[config.mk]
export PLATFORM = sky130hd
export DESIGN_NAME = drive_mode_controller
export DESIGN_NICKNAME = d
export VERILOG_FILES = /design/src/rtl/drive_mode_controller.sv
export SDC_FILE = /design/constraint.sdc
export NUM_CORES = 1
export LEC_CHECK = 0
export CORE_MARGIN = 2
export CORE_UTILIZATION = 26
export CTS_CLUSTER_SIZE = 40
export DETAILED_ROUTE_END_ITERATION = 8
export HOLD_SLACK_MARGIN = 0.08
export SYNTH_ARGS = -nofsm -noshare
export SYNTH_HDL_FRONTEND = slang
export SYNTH_SLANG_ARGS = --single-unit
export TNS_END_PERCENT = 1
[constraint.sdc]
create_clock -name clk_50 -period 2.6 [get_ports clk_50]
set_clock_uncertainty 0.2 [all_clocks]
set_input_delay 0.52 -clock clk_50 [delete_from_list [all_inputs] [get_ports clk_50]]
set_output_delay 0.52 -clock clk_50 [all_outputs]
set_load 0.02 [all_outputs]
[src/rtl/drive_mode_controller.sv]
// drive_mode_controller: IDLE/CAM/IR mode arbiter with CAM search/follow sub-FSM,
// timed IR command latch and registered drive state plus tx_reset pulse.
module drive_mode_controller #(
    parameter int unsigned IR_HOLD_CYCLES = 25_000_000,
    parameter int unsigned LOST_CYCLES    = 5_000_000,
    parameter int unsigned SWEEP_CYCLES   = 50_000_000,
    parameter logic [7:0]  KEY_CAM        = 8'h0F,
    parameter logic [7:0]  KEY_IR         = 8'h13,
    parameter logic [7:0]  KEY_IDLE       = 8'h10
) (
    input  logic       clk_50,
    input  logic       reset,
    input  logic [7:0] IR_button,
    input  logic       IR_valid,
    input  logic [2:0] CAM_direction,
    input  logic [1:0] speed,
    input  logic       orange_detected,
    output logic       tx_reset,
    output logic [1:0] state,
    output logic [1:0] CAM_state,
    output logic [3:0] drive_state
);
    localparam int HW = $clog2(IR_HOLD_CYCLES + 1);
    localparam int LW = $clog2(LOST_CYCLES + 1);
    localparam int SW = $clog2(SWEEP_CYCLES + 1);

    typedef enum logic [1:0] {M_IDLE = 2'b00, M_CAM = 2'b01, M_IR = 2'b10} mode_t;
    typedef enum logic [1:0] {C_SEARCH = 2'b00, C_FOLLOW = 2'b01, C_PAUSE = 2'b11} cam_t;
    typedef enum logic [3:0] {
        D_STOP, D_LEFT, D_RIGHT, D_SLOW, D_MEDIUM, D_FAST,
        D_REVERSE, D_LREVERSE, D_RREVERSE, D_HARD_L, D_HARD_R
    } drive_t;

    mode_t           r_state, w_mode_nxt;
    cam_t            r_cam, w_cam_nxt;
    drive_t          r_drive, w_drive_nxt, r_latch, w_key_drive, w_cam_drv, w_ir_drv;
    logic            r_tx, r_sweep_dir;
    logic [HW-1:0]   r_hold;
    logic [LW-1:0]   r_lost;
    logic [SW-1:0]   r_sweep_cnt;
    logic            w_mode_key, w_key_known, w_lost_hit, w_sweep_wrap;

    assign w_mode_key   = IR_button == KEY_CAM || IR_button == KEY_IR || IR_button == KEY_IDLE;
    assign w_lost_hit   = r_cam == C_FOLLOW && !orange_detected && r_lost == LW'(LOST_CYCLES - 1);
    assign w_sweep_wrap = r_sweep_cnt == SW'(SWEEP_CYCLES - 1);

    always_comb begin
        w_mode_nxt = r_state;
        if (IR_valid)
            w_mode_nxt = IR_button == KEY_CAM  ? M_CAM :
                         IR_button == KEY_IR   ? M_IR  :
                         IR_button == KEY_IDLE ? M_IDLE : r_state;
        w_cam_nxt = w_mode_nxt != M_CAM ? C_PAUSE  :
                    r_cam == C_PAUSE    ? C_SEARCH :
                    r_cam == C_SEARCH   ? (orange_detected ? C_FOLLOW : C_SEARCH) :
                    w_lost_hit          ? C_SEARCH : C_FOLLOW;
    end

    always_comb begin
        w_key_known = 1'b1;
        w_key_drive = D_STOP;
        case (IR_button)
            8'h0C:   w_key_drive = D_STOP;
            8'h07:   w_key_drive = D_LEFT;
            8'h09:   w_key_drive = D_RIGHT;
            8'h02:   w_key_drive = D_FAST;
            8'h05:   w_key_drive = D_MEDIUM;
            8'h08:   w_key_drive = D_SLOW;
            8'h00:   w_key_drive = D_REVERSE;
            8'h11:   w_key_drive = D_LREVERSE;
            8'h17:   w_key_drive = D_RREVERSE;
            default: w_key_known = 1'b0;
        endcase
    end

    // FOLLOW with no usable direction keeps whatever it was last driving
    always_comb begin
        w_cam_drv = D_STOP;
        if (r_cam == C_SEARCH)
            w_cam_drv = CAM_direction == 3'b010 ? D_RIGHT :
                        CAM_direction == 3'b001 ? D_LEFT  :
                        CAM_direction == 3'b011 ? D_SLOW  :
                        r_sweep_dir             ? D_RIGHT : D_LEFT;
        else if (r_cam == C_FOLLOW)
            w_cam_drv = CAM_direction == 3'b010 ? D_RIGHT :
                        CAM_direction == 3'b001 ? D_LEFT  :
                        CAM_direction != 3'b011 ? r_drive :
                        speed == 2'b00          ? D_SLOW  :
                        speed == 2'b01          ? D_MEDIUM : D_FAST;
        w_ir_drv = !orange_detected         ? r_latch  :
                   CAM_direction == 3'b010  ? D_HARD_L :
                   CAM_direction == 3'b001  ? D_HARD_R :
                   CAM_direction == 3'b011  ? D_REVERSE : r_latch;
        w_drive_nxt = (r_state == M_IDLE || speed == 2'b11) ? D_STOP :
                      r_state == M_CAM ? w_cam_drv : w_ir_drv;
    end

    always_ff @(posedge clk_50) begin
        if (reset) begin
            r_state     <= M_IDLE;
            r_cam       <= C_PAUSE;
            r_drive     <= D_STOP;
            r_tx        <= 1'b1;
            r_latch     <= D_STOP;
            r_hold      <= '0;
            r_lost      <= '0;
            r_sweep_cnt <= '0;
            r_sweep_dir <= 1'b0;
        end else begin
            r_state <= w_mode_nxt;
            r_cam   <= w_cam_nxt;
            r_drive <= w_drive_nxt;
            r_tx    <= w_mode_nxt != r_state || w_cam_nxt != r_cam;
            r_lost  <= (r_cam == C_FOLLOW && !orange_detected && !w_lost_hit) ? r_lost + 1'b1 : '0;
            if (w_cam_nxt == C_SEARCH && r_cam != C_SEARCH) begin
                r_sweep_cnt <= '0;
                r_sweep_dir <= 1'b0;
            end else if (r_cam == C_SEARCH) begin
                r_sweep_cnt <= w_sweep_wrap ? '0 : r_sweep_cnt + 1'b1;
                r_sweep_dir <= r_sweep_dir ^ w_sweep_wrap;
            end
            // a reload on the expiry cycle takes precedence over dropping to STOP
            if (IR_valid && w_mode_key) begin
                r_latch <= D_STOP;
            end else if (IR_valid && w_key_known && r_state == M_IR) begin
                r_latch <= w_key_drive;
                r_hold  <= HW'(IR_HOLD_CYCLES - 1);
            end else if (r_hold != '0) begin
                r_hold <= r_hold - 1'b1;
            end else begin
                r_latch <= D_STOP;
            end
        end
    end

    assign tx_reset    = r_tx;
    assign state       = r_state;
    assign CAM_state   = r_cam;
    assign drive_state = r_drive;
endmodule

# After elaboration in Yosys (flattened, before gate mapping)
# Cells that the tools add are included.
# Widths: inputs -> output; s select.
# op_classes
addsub,3
n_eq_ne,28
mux,32
bitwise_logic,3
n_reduce_logical,27
# op_table
operator,n
$mux 25,2
$mux 4,12
$eq 8x4->1 const B,4
$eq 8x5->1 const B,4
$pmux 4 s8,1
$add 26x1->26 const B,1
$eq 26x26->1 const B,1
$mux 26,1
$reduce_bool 25->1,1
$sub 25x1->25 const B,1
$add 23x1->23 const B,1
$eq 23x23->1 const B,1
$mux 2,9
$eq 8x3->1 const B,2
$reduce_or 9->1,1
$eq 8x2->1 const B,1
$logic_not 2->1,4
$logic_not 8->1,1
$reduce_or 2->1,4
$logic_and 1x1->1,7
$eq 2x1->1 const B,3
$eq 2x2->1 const B,3
$eq 3x2->1 const B,2
$mux 1,6
13 further kinds,20
# word_totals
reg_bits,88
input_bits,17
elab_cells,102

# Logic depth before layout (Yosys ltp)
# Gate-level depths: netlist of run 1.
# depth
ltp_word,10
mapped_depth,9
mapped_depth_nobuf,8

# Worst setup path after synthesis of run 1
# Ideal clock, no wire load.
# synth_timing
path_kind,register to register
from,register r_hold[0]
to,register r_hold[3]
setup_time_ns,0.119
arrival_time_ns,2.429
setup_slack_ns,-0.147
path_stages_with_launch,8
synth_period_minus_slack_ns,2.747
cell_sequence,dfxtp_1 > inv_1 > ha_1 > or4b_2 > or4_1 > o31ai_2 > a21oi_1 > o221a_2
# synth_between
elab_chain_len,3
word_cells_on_any_way,6
classes_between,1 x add/sub; 2 x mux; 3 x reduce/logical
# synth_rtl
item,line,text
"start, declared",38,logic [HW-1:0] r_hold;
"start signal, assigned",127,r_hold <= HW'(IR_HOLD_CYCLES - 1);
"start signal, assigned",129,r_hold <= r_hold - 1'b1;
$sub 25x1->25 / $reduce_bool 25->1 (equally long branches),"129, 128",
$mux 25 / $reduce_bool 2->1 (equally long branches),n/a,
$mux 25 / $reduce_and 2->1 (equally long branches),n/a,
# Parallel ways exist; a longest one is shown, timed or not. The select of a mux whose other input is x is not followed.
# A chain may end at the register's enable or synchronous reset.

# Worst setup path after layout of run 1
# layout_timing
from,register r_hold[16]
to,register r_hold[23]
# The elaborated chain is that of the path after synthesis.

==> flow_metrics.env, run 1 <==
export IMPL_synthTopCellsByCount="nor2_1, dfxtp_1, nand2_1"
export IMPL_finalCritPeriodShare=1.015
export IMPL_max_vdd_ir_drop_mv=0.6403
export IMPL_die_w_um=137.0
export IMPL_p_total_uw=5748
export IMPL_reg2reg_slack_ps=-40
export IMPL_seq_area_frac_synth=0.3828
export IMPL_cts_made_buffers=9
export IMPL_synth_async_reset_ratio=0
export IMPL_hold_violations=0
export IMPL_period_needed_ps=2640
export IMPL_post_drt_via_cell_ratio=4.862
export IMPL_violations="setup timing"
export IMPL_multi_input_area_sq_um=2823
export IMPL_worstHoldPathType="reg -> reg"
export IMPL_grt_overflow_total=0
export IMPL_rows=48
export IMPL_p_comb_frac=0.482
export IMPL_netlist_area_sq_um=4602
export IMPL_synth_area_per_cell_sq_um=8.174
export IMPL_drive_above_1_share=0.2131
export IMPL_rsz0062_at_grt="true"
export IMPL_crit_chain="or4_4 > or2_4 > or3_4 > or4_4 > or4_1 > o21ai_1"
export IMPL_p_sw_uw=2061
export IMPL_crit_buf_inv=0
export IMPL_route_detailed_wl_per_inst_um=13.00
export IMPL_grt_pass1_vias=4103
export IMPL_cts_root_buf="clkbuf_16"
export IMPL_cpMaxStageDelayCell="or4_4"
export IMPL_synth_area_leaders="dfxtp_1, nor2_1, xor2_1, xnor2_1, nand2_1"
export IMPL_place_inst=879
export IMPL_synth_edf_count=0
export IMPL_path_max_fanout=2
export IMPL_grt_pass1_wl_um=19340
export IMPL_io_buffers=25
export IMPL_drtAntennaViolNets=0
export IMPL_timing_fmax_mhz=378.8
export IMPL_worstMarginPinSlew_ps=627.9
export IMPL_max_stage_delay_ps=530
export IMPL_grt_max_degree=24
export IMPL_vias=4356
export IMPL_slew_violations=0
export IMPL_ys_ff_latch=88
export IMPL_cp_start_kind="flip-flop"
export IMPL_netlist_instances=563
export IMPL_coreArea_sq_um=17300
export IMPL_synth_ff_type="dfxtp_1"
export IMPL_synth_most_common_cell="nor2_1"
export IMPL_synth_warnings=0
export IMPL_worst_ep_arrival_time_ps=2720
export IMPL_place_congestion=0.8305
export IMPL_clockBufferDepth=2
export IMPL_drc=0
export IMPL_nFillCells=1784
export IMPL_setup_viol=2
export IMPL_cp_top_family="simple AND/OR/NAND/NOR gates"
export IMPL_seq_power_share=0.293
export IMPL_die_h_um=137.0
export IMPL_cts_tree="done"
export IMPL_synth_distinct_cells=64
export IMPL_clkLatencyLatePin_ps=350
export IMPL_dr_first_iter_drc_count=246
export IMPL_switching_share=0.3586
export IMPL_pwr_share_clk=0.225
export IMPL_status="finished with violations"
export IMPL_io_pins=26
export IMPL_fin_nets=687
export IMPL_relSlewSlack=0.5810
export IMPL_first_pass_iters=5
export IMPL_dieArea_sq_um=18780
export IMPL_synth_area_leader_cell="dfxtp_1"
export IMPL_area_growth_pct=33.96
export IMPL_layout_cells_non_filler=896
export IMPL_yosysTopAreaCellShare=0.3828
export IMPL_start_util=0.2661
export IMPL_maxCapViolations=0
export IMPL_crit_top_cell="or4_4"
export IMPL_power_density_nw_per_um2=932.5
export IMPL_fin_util=0.3564
export IMPL_clk_pin_slew_worst_paths_ps=70
export IMPL_end_kind="flip-flop"
export IMPL_internal_power_uw=3687
export IMPL_cts_sinks=88
export IMPL_drt_wl_total_um=11650
export IMPL_syn_num_nets=584
export IMPL_track_usage=0.1258
export IMPL_fin_ws_ps=-39.75
export IMPL_h_tree_depth=3
export IMPL_path_class="reg -> reg"
export IMPL_p_leak_uw=0.002240
export IMPL_antenna_found_initial=0
export IMPL_crit_required_ps=2680
export IMPL_seqCellArea_sq_um=1763
export IMPL_dpl_hpwl_um=8367
export IMPL_n_antenna_cell=0
==> metrics by stage <==
step	instance area (sq um)	worst slack, ps	setup TNS (ps)	hold WS [ps]
floorplan	4632	-44.98	-187.2	229.5
CTS	6100	-69.63	-147.9	264.5
global placement	5748	-679.4	-25420	246.9
finish	6165	-39.75	-42.42	261.4
detailed placement	5748	-660.3	-25850	252.5
global route	6165	-108.6	-2334	283.1
==> timing repair <==
| item | in CTS | in global routing |
|---|---|---|
| setup endpoints to repair | 49 | 52 |
| hold buffers | 0 | 0 |
| hold endpoints to repair | 0 | 0 |
| pin swaps | 4 | 9 |
| gates resized for setup | 14 | 14 |
| cloned | 0 | 0 |
| buffers inserted | 0 | 1 |
==> sequential cells by signal, indices dropped and copies added, names as in the netlist <==
signal and cells:
r_hold 25, state 2, drive_state 4, r_lost 23, r_sweep_cnt 26, CAM_state 2, tx_reset 1, r_latch 4
r_sweep_dir 1
==> placed cells by master, fill, tap and decap left out, drive strengths merged, types with 4 or more instances in the layout <==
master,instances
or3,8
and4,5
nor4,13
xnor2,23
nor2b,10
a31oi,4
xor2,28
nand4,13
inv,21
and2,5
a311oi,13
dfxtp,88
o21ai,21
nand3,24
clkbuf,9
nand2b,6
buf,88
or4,9
a211oi,6
nor2,91
ha,4
and3,7
nand2,36
o31ai,5
nor3,24
a21oi,25
or2,6
clkdlybuf4s50,24
==> routing by layer <==
| metal | GRT usage | share of wire | vias to the layer above |
|---|---|---|---|
| met5 | 0 | 0 | - |
| met4 | 0.03494 | 0.010 | 0 |
| met3 | 0.02222 | 0.027 | 11 |
| met2 | 0.2048 | 0.45 | 61 |
| met1 | 0.1705 | 0.51 | 2031 |
| li1 | - | - | 2253 |
==> power groups by stage <==
stage / sequential [uW] / combinational [uW] / clock, uW
finish: 1680 / 2770 / 1290
global route: 1710 / 3010 / 1380
CTS: 1680 / 2700 / 1330
detailed placement: 1700 / 2580 / 0
global placement: 1700 / 2570 / 0
floorplan: 1730 / 1500 / 0
==> worst paths after layout <==
path,from,endpoint,cells past startpoint
worst max-delay path,r_hold[16]$_SDFFE_PP0P_,r_hold[23]$_SDFFE_PP0P_,6
worst min-delay path,drive_state[1]$_SDFFE_PP0P_,drive_state[1]$_SDFFE_PP0P_,2
worst max register to register,r_hold[16]$_SDFFE_PP0P_,r_hold[23]$_SDFFE_PP0P_,6
worst min register to register,drive_state[1]$_SDFFE_PP0P_,drive_state[1]$_SDFFE_PP0P_,2
==> tightest hold or removal path, delay by kind of cell, from the launching register on <==
| family | cells | cell delay, ps |
|---|---|---|
| simple gates | 1 | 50 |
| compound gates | 1 | 50 |
| flops | 1 | 310 |
==> cell type report <==
class	count	area share
Clock inverter	7	0.01218
Sequential cell	88	0.2860
Timing Repair Buffer	113	0.1508
Multi-Input combinational cell	436	0.4579
Inverter	18	0.01096
Clock buffer	9	0.03653
Tap cell	225	0.04567
==> logic make-up (layout without fill, tap and decap cells) <==
family / after synthesis / count (layout) / synth area share
multiplexers: 1 / 1 / 0.002447
adder cells (fa/ha/maj): 4 / 4 / 0.01088
AND/OR/NAND/NOR: 274 / 274 / 0.3143
AO/OA/AOI/OAI: 106 / 106 / 0.1601
flip-flops: 88 / 88 / 0.3828
buffers and inverters: 39 / 147 / 0.03235
XOR/XNOR: 51 / 51 / 0.09706
(Power assumes the default switching activity.)
==> inputs of run 2 (changes only) <==
--- a/config.mk
+++ b/config.mk
@@ -9,7 +9,6 @@
 export CORE_UTILIZATION = 26
 export CTS_CLUSTER_SIZE = 40
 export DETAILED_ROUTE_END_ITERATION = 8
-export HOLD_SLACK_MARGIN = 0.08
 export SYNTH_ARGS = -nofsm -noshare
 export SYNTH_HDL_FRONTEND = slang
 export SYNTH_SLANG_ARGS = --single-unit
==> constraint.sdc (replaced) <==
create_clock -name clk_50 -period 2.69 [get_ports clk_50]
set_clock_uncertainty 0.2 [all_clocks]
set_input_delay 0.538 -clock clk_50 [delete_from_list [all_inputs] [get_ports clk_50]]
set_output_delay 0.538 -clock clk_50 [all_outputs]
set_load 0.02 [all_outputs]
==> run 2 against run 1 <==
Compared with the run above: the flow now finishes without violations; critical path depth unchanged; global-route usage decreased by 0.13 points; register-to-register slack improved by 60 ps; critical endpoint unchanged; hold slack got worse by 11 ps; sequential power decreased by 2%; via count decreased by 1.1%; first-iteration DRC count increased by 15%; clock power increased by 5%; power decreased by 5.3%; clock-buffer cell count increased by 1.
==> flow_metrics.env, run 2 (synthesis gave the netlist of run 1 again) <==
export IMPL_setup_tns_ps=0
export IMPL_cts_made_buffers=9
export IMPL_slew_violations=0
export IMPL_clkLatencyLatePin_ps=340
export IMPL_largest_register="r_sweep_cnt"
export IMPL_cts_sinks=88
export IMPL_power_density_nw_per_um2=901.4
export IMPL_grt_max_degree=36
export IMPL_crit_chain="or4_4 > or2_4 > or3_4 > or4_4 > or4_1 > o21ai_1"
export IMPL_worst_ep_arrival_time_ps=2750
export IMPL_hold_path_startpoint="drive_state[1]$_SDFFE_PP0P_"
export IMPL_crit_buf_inv=0
export IMPL_crit_required_ps=2770
export IMPL_hold_violations=0
export IMPL_worstMarginPinSlew_ps=440.0
export IMPL_holdPathEnd="drive_state[1]$_SDFFE_PP0P_"
export IMPL_timing_hold_ws_ps=250.2
export IMPL_io_pins=26
export IMPL_final_common_cell="nor2_1"
export IMPL_grt_pass1_wl_um=19000
export IMPL_timing_fmax_mhz=375.0
export IMPL_rows=48
export IMPL_max_vdd_ir_drop_mv=0.6848
export IMPL_period_needed_ps=2667
export IMPL_h_tree_depth=3
export IMPL_post_drt_via_cell_ratio=4.869
export IMPL_reg_largest_list="r_sweep_cnt x26, r_hold x25, r_lost x23"
export IMPL_place_inst=868
export IMPL_max_stage_delay_ps=550
export IMPL_path_max_fanout=3
export IMPL_layout_common_cells="nor2_1, dfxtp_1, buf_4, nand2_1, xor2_1"
export IMPL_r2r_cells=6
export IMPL_grt_pass1_vias=3985
export IMPL_maxCapViolations=0
export IMPL_start_util=0.2661
export IMPL_nFillCells=1798
export IMPL_finalCritPeriodShare=0.9914
export IMPL_cts_root_buf="clkbuf_16"
export IMPL_area_growth_pct=31.27
export IMPL_crit_cells=6
export IMPL_drive_above_1_share=0.1848
export IMPL_clockBufferDepth=2
export IMPL_drtAntennaViolNets=0
export IMPL_rsz0062_at_grt="true"
export IMPL_status="finished clean"
export IMPL_layout_cells_non_filler=885
export IMPL_drt_wl_total_um=11370
export IMPL_first_pass_iters=4
export IMPL_reg2reg_slack_ps=20
export IMPL_die_h_um=137.0
export IMPL_p_leak_uw=0.002182
export IMPL_io_buffers=25
export IMPL_cts_tree="done"
export IMPL_route_detailed_wl_per_inst_um=12.85
export IMPL_n_antenna_cell=0
export IMPL_cp_top_family="simple AND/OR/NAND/NOR gates"
export IMPL_largest_register_ffs=26
export IMPL_track_usage=0.1245
export IMPL_end_kind="flip-flop"
export IMPL_antenna_found_initial=0
export IMPL_fin_nets=676
export IMPL_dr_first_iter_drc_count=283
export IMPL_coreArea_sq_um=17300
export IMPL_vias=4309
export IMPL_cpMaxStageDelayCell="or4_4"
export IMPL_drc=0
export IMPL_hold_depth=2
export IMPL_path_class="reg -> reg"
export IMPL_die_w_um=137.0
export IMPL_clk_pin_slew_worst_paths_ps=60
export IMPL_cp_start_kind="flip-flop"
export IMPL_relSlewSlack=0.6991
export IMPL_dpl_hpwl_um=8304
export IMPL_r2r_start="r_hold[13]$_SDFFE_PP0P_"
export IMPL_grt_overflow_total=0
export IMPL_setup_viol=0
export IMPL_dieArea_sq_um=18780
export IMPL_reg2reg_to="r_hold[23]$_SDFFE_PP0P_"
export IMPL_worstHoldPathType="reg -> reg"
export IMPL_crit_top_cell="or4_4"
export IMPL_place_congestion=0.8616
-- run 2: cell types whose count changed in the layout (fill, tap and decap cells not counted), sizes merged, moves of 2 or more --
cell	previous run	this run
buf	88	77
bufinv	0	2
clkinv	3	1
dlymetal6s2s	0	2
inv	21	19
-- run 2: per-stage QoR --
step / utilization / instance area (sq um) / setup WS (ps) / power (uW)
after global routing: 0.3492 / 6041 / -54.21 / 5827
after CTS: 0.3469 / 6000 / 2.270 / 5391
after floorplan: - / 4608 / -57.28 / 3025
after detailed placement: 0.3269 / 5654 / -453.7 / 3946
final: 0.3492 / 6041 / 23.08 / 5445
after global placement: 0.3269 / 5654 / -434.6 / 3948
-- run 2: worst min-delay path, delay by kind of cell, from the launching register on --
kind | cells | cell delay [ps]
flip-flops | 1 | 310
AND/OR/NAND/NOR | 1 | 50
AO/OA/AOI/OAI | 1 | 50
-- run 2: report_power, final --
group	internal [uW]	switching [uW]
Combinational	1280	1160
Sequential	1490	153
Clock	819	543
-- run 2: what timing repair did --
item                                    in CTS  in global routing
endpoints found under the setup margin      19                 40
resized for setup                            4                 14
endpoints found under the hold margin        0                  0
hold buffers                                 0                  0
setup buffers                                0                  1
pin swaps                                    2                  3
-- run 2: final cells by class --
| class | instances | area (sq um) | share of cell area |
|---|---|---|---|
| timing repair buffer | 102 | 858.3 | 0.1421 |
| multi-input combinational | 436 | 2749 | 0.4551 |
| tap | 225 | 281.5 | 0.04660 |
| clock buffer | 10 | 229.0 | 0.03790 |
| clock inverter | 6 | 92.59 | 0.01533 |
| inverter | 18 | 67.56 | 0.01118 |
| sequential | 88 | 1763 | 0.2918 |
-- run 2: how the worst max path moves through the flow --
stage                                 start                      endpoint  slack, ps
floorplan            r_hold[0]$_SDFFE_PP0P_        r_hold[3]$_SDFFE_PP0P_        -60
global placement               IR_button[5]        r_hold[7]$_SDFFE_PP0P_       -430
detailed placement             IR_button[5]       r_hold[21]$_SDFFE_PP0P_       -450
CTS                            IR_button[5]  r_sweep_cnt[21]$_SDFFE_PP0P_          2
global route        r_hold[13]$_SDFFE_PP0P_       r_hold[23]$_SDFFE_PP0P_        -50
finish              r_hold[13]$_SDFFE_PP0P_       r_hold[23]$_SDFFE_PP0P_         20
-- run 2: per-layer routing --
metal | GRT usage | routed length, um | part of all wire | up-vias
met1 | 0.1698 | 5614 | 0.49 | 2003
met4 | 0.04410 | 192 | 0.017 | 0
met5 | 0 | 0 | 0 | -
met3 | 0.01926 | 354 | 0.031 | 16
met2 | 0.1987 | 5207 | 0.46 | 61
li1 | - | - | - | 2229
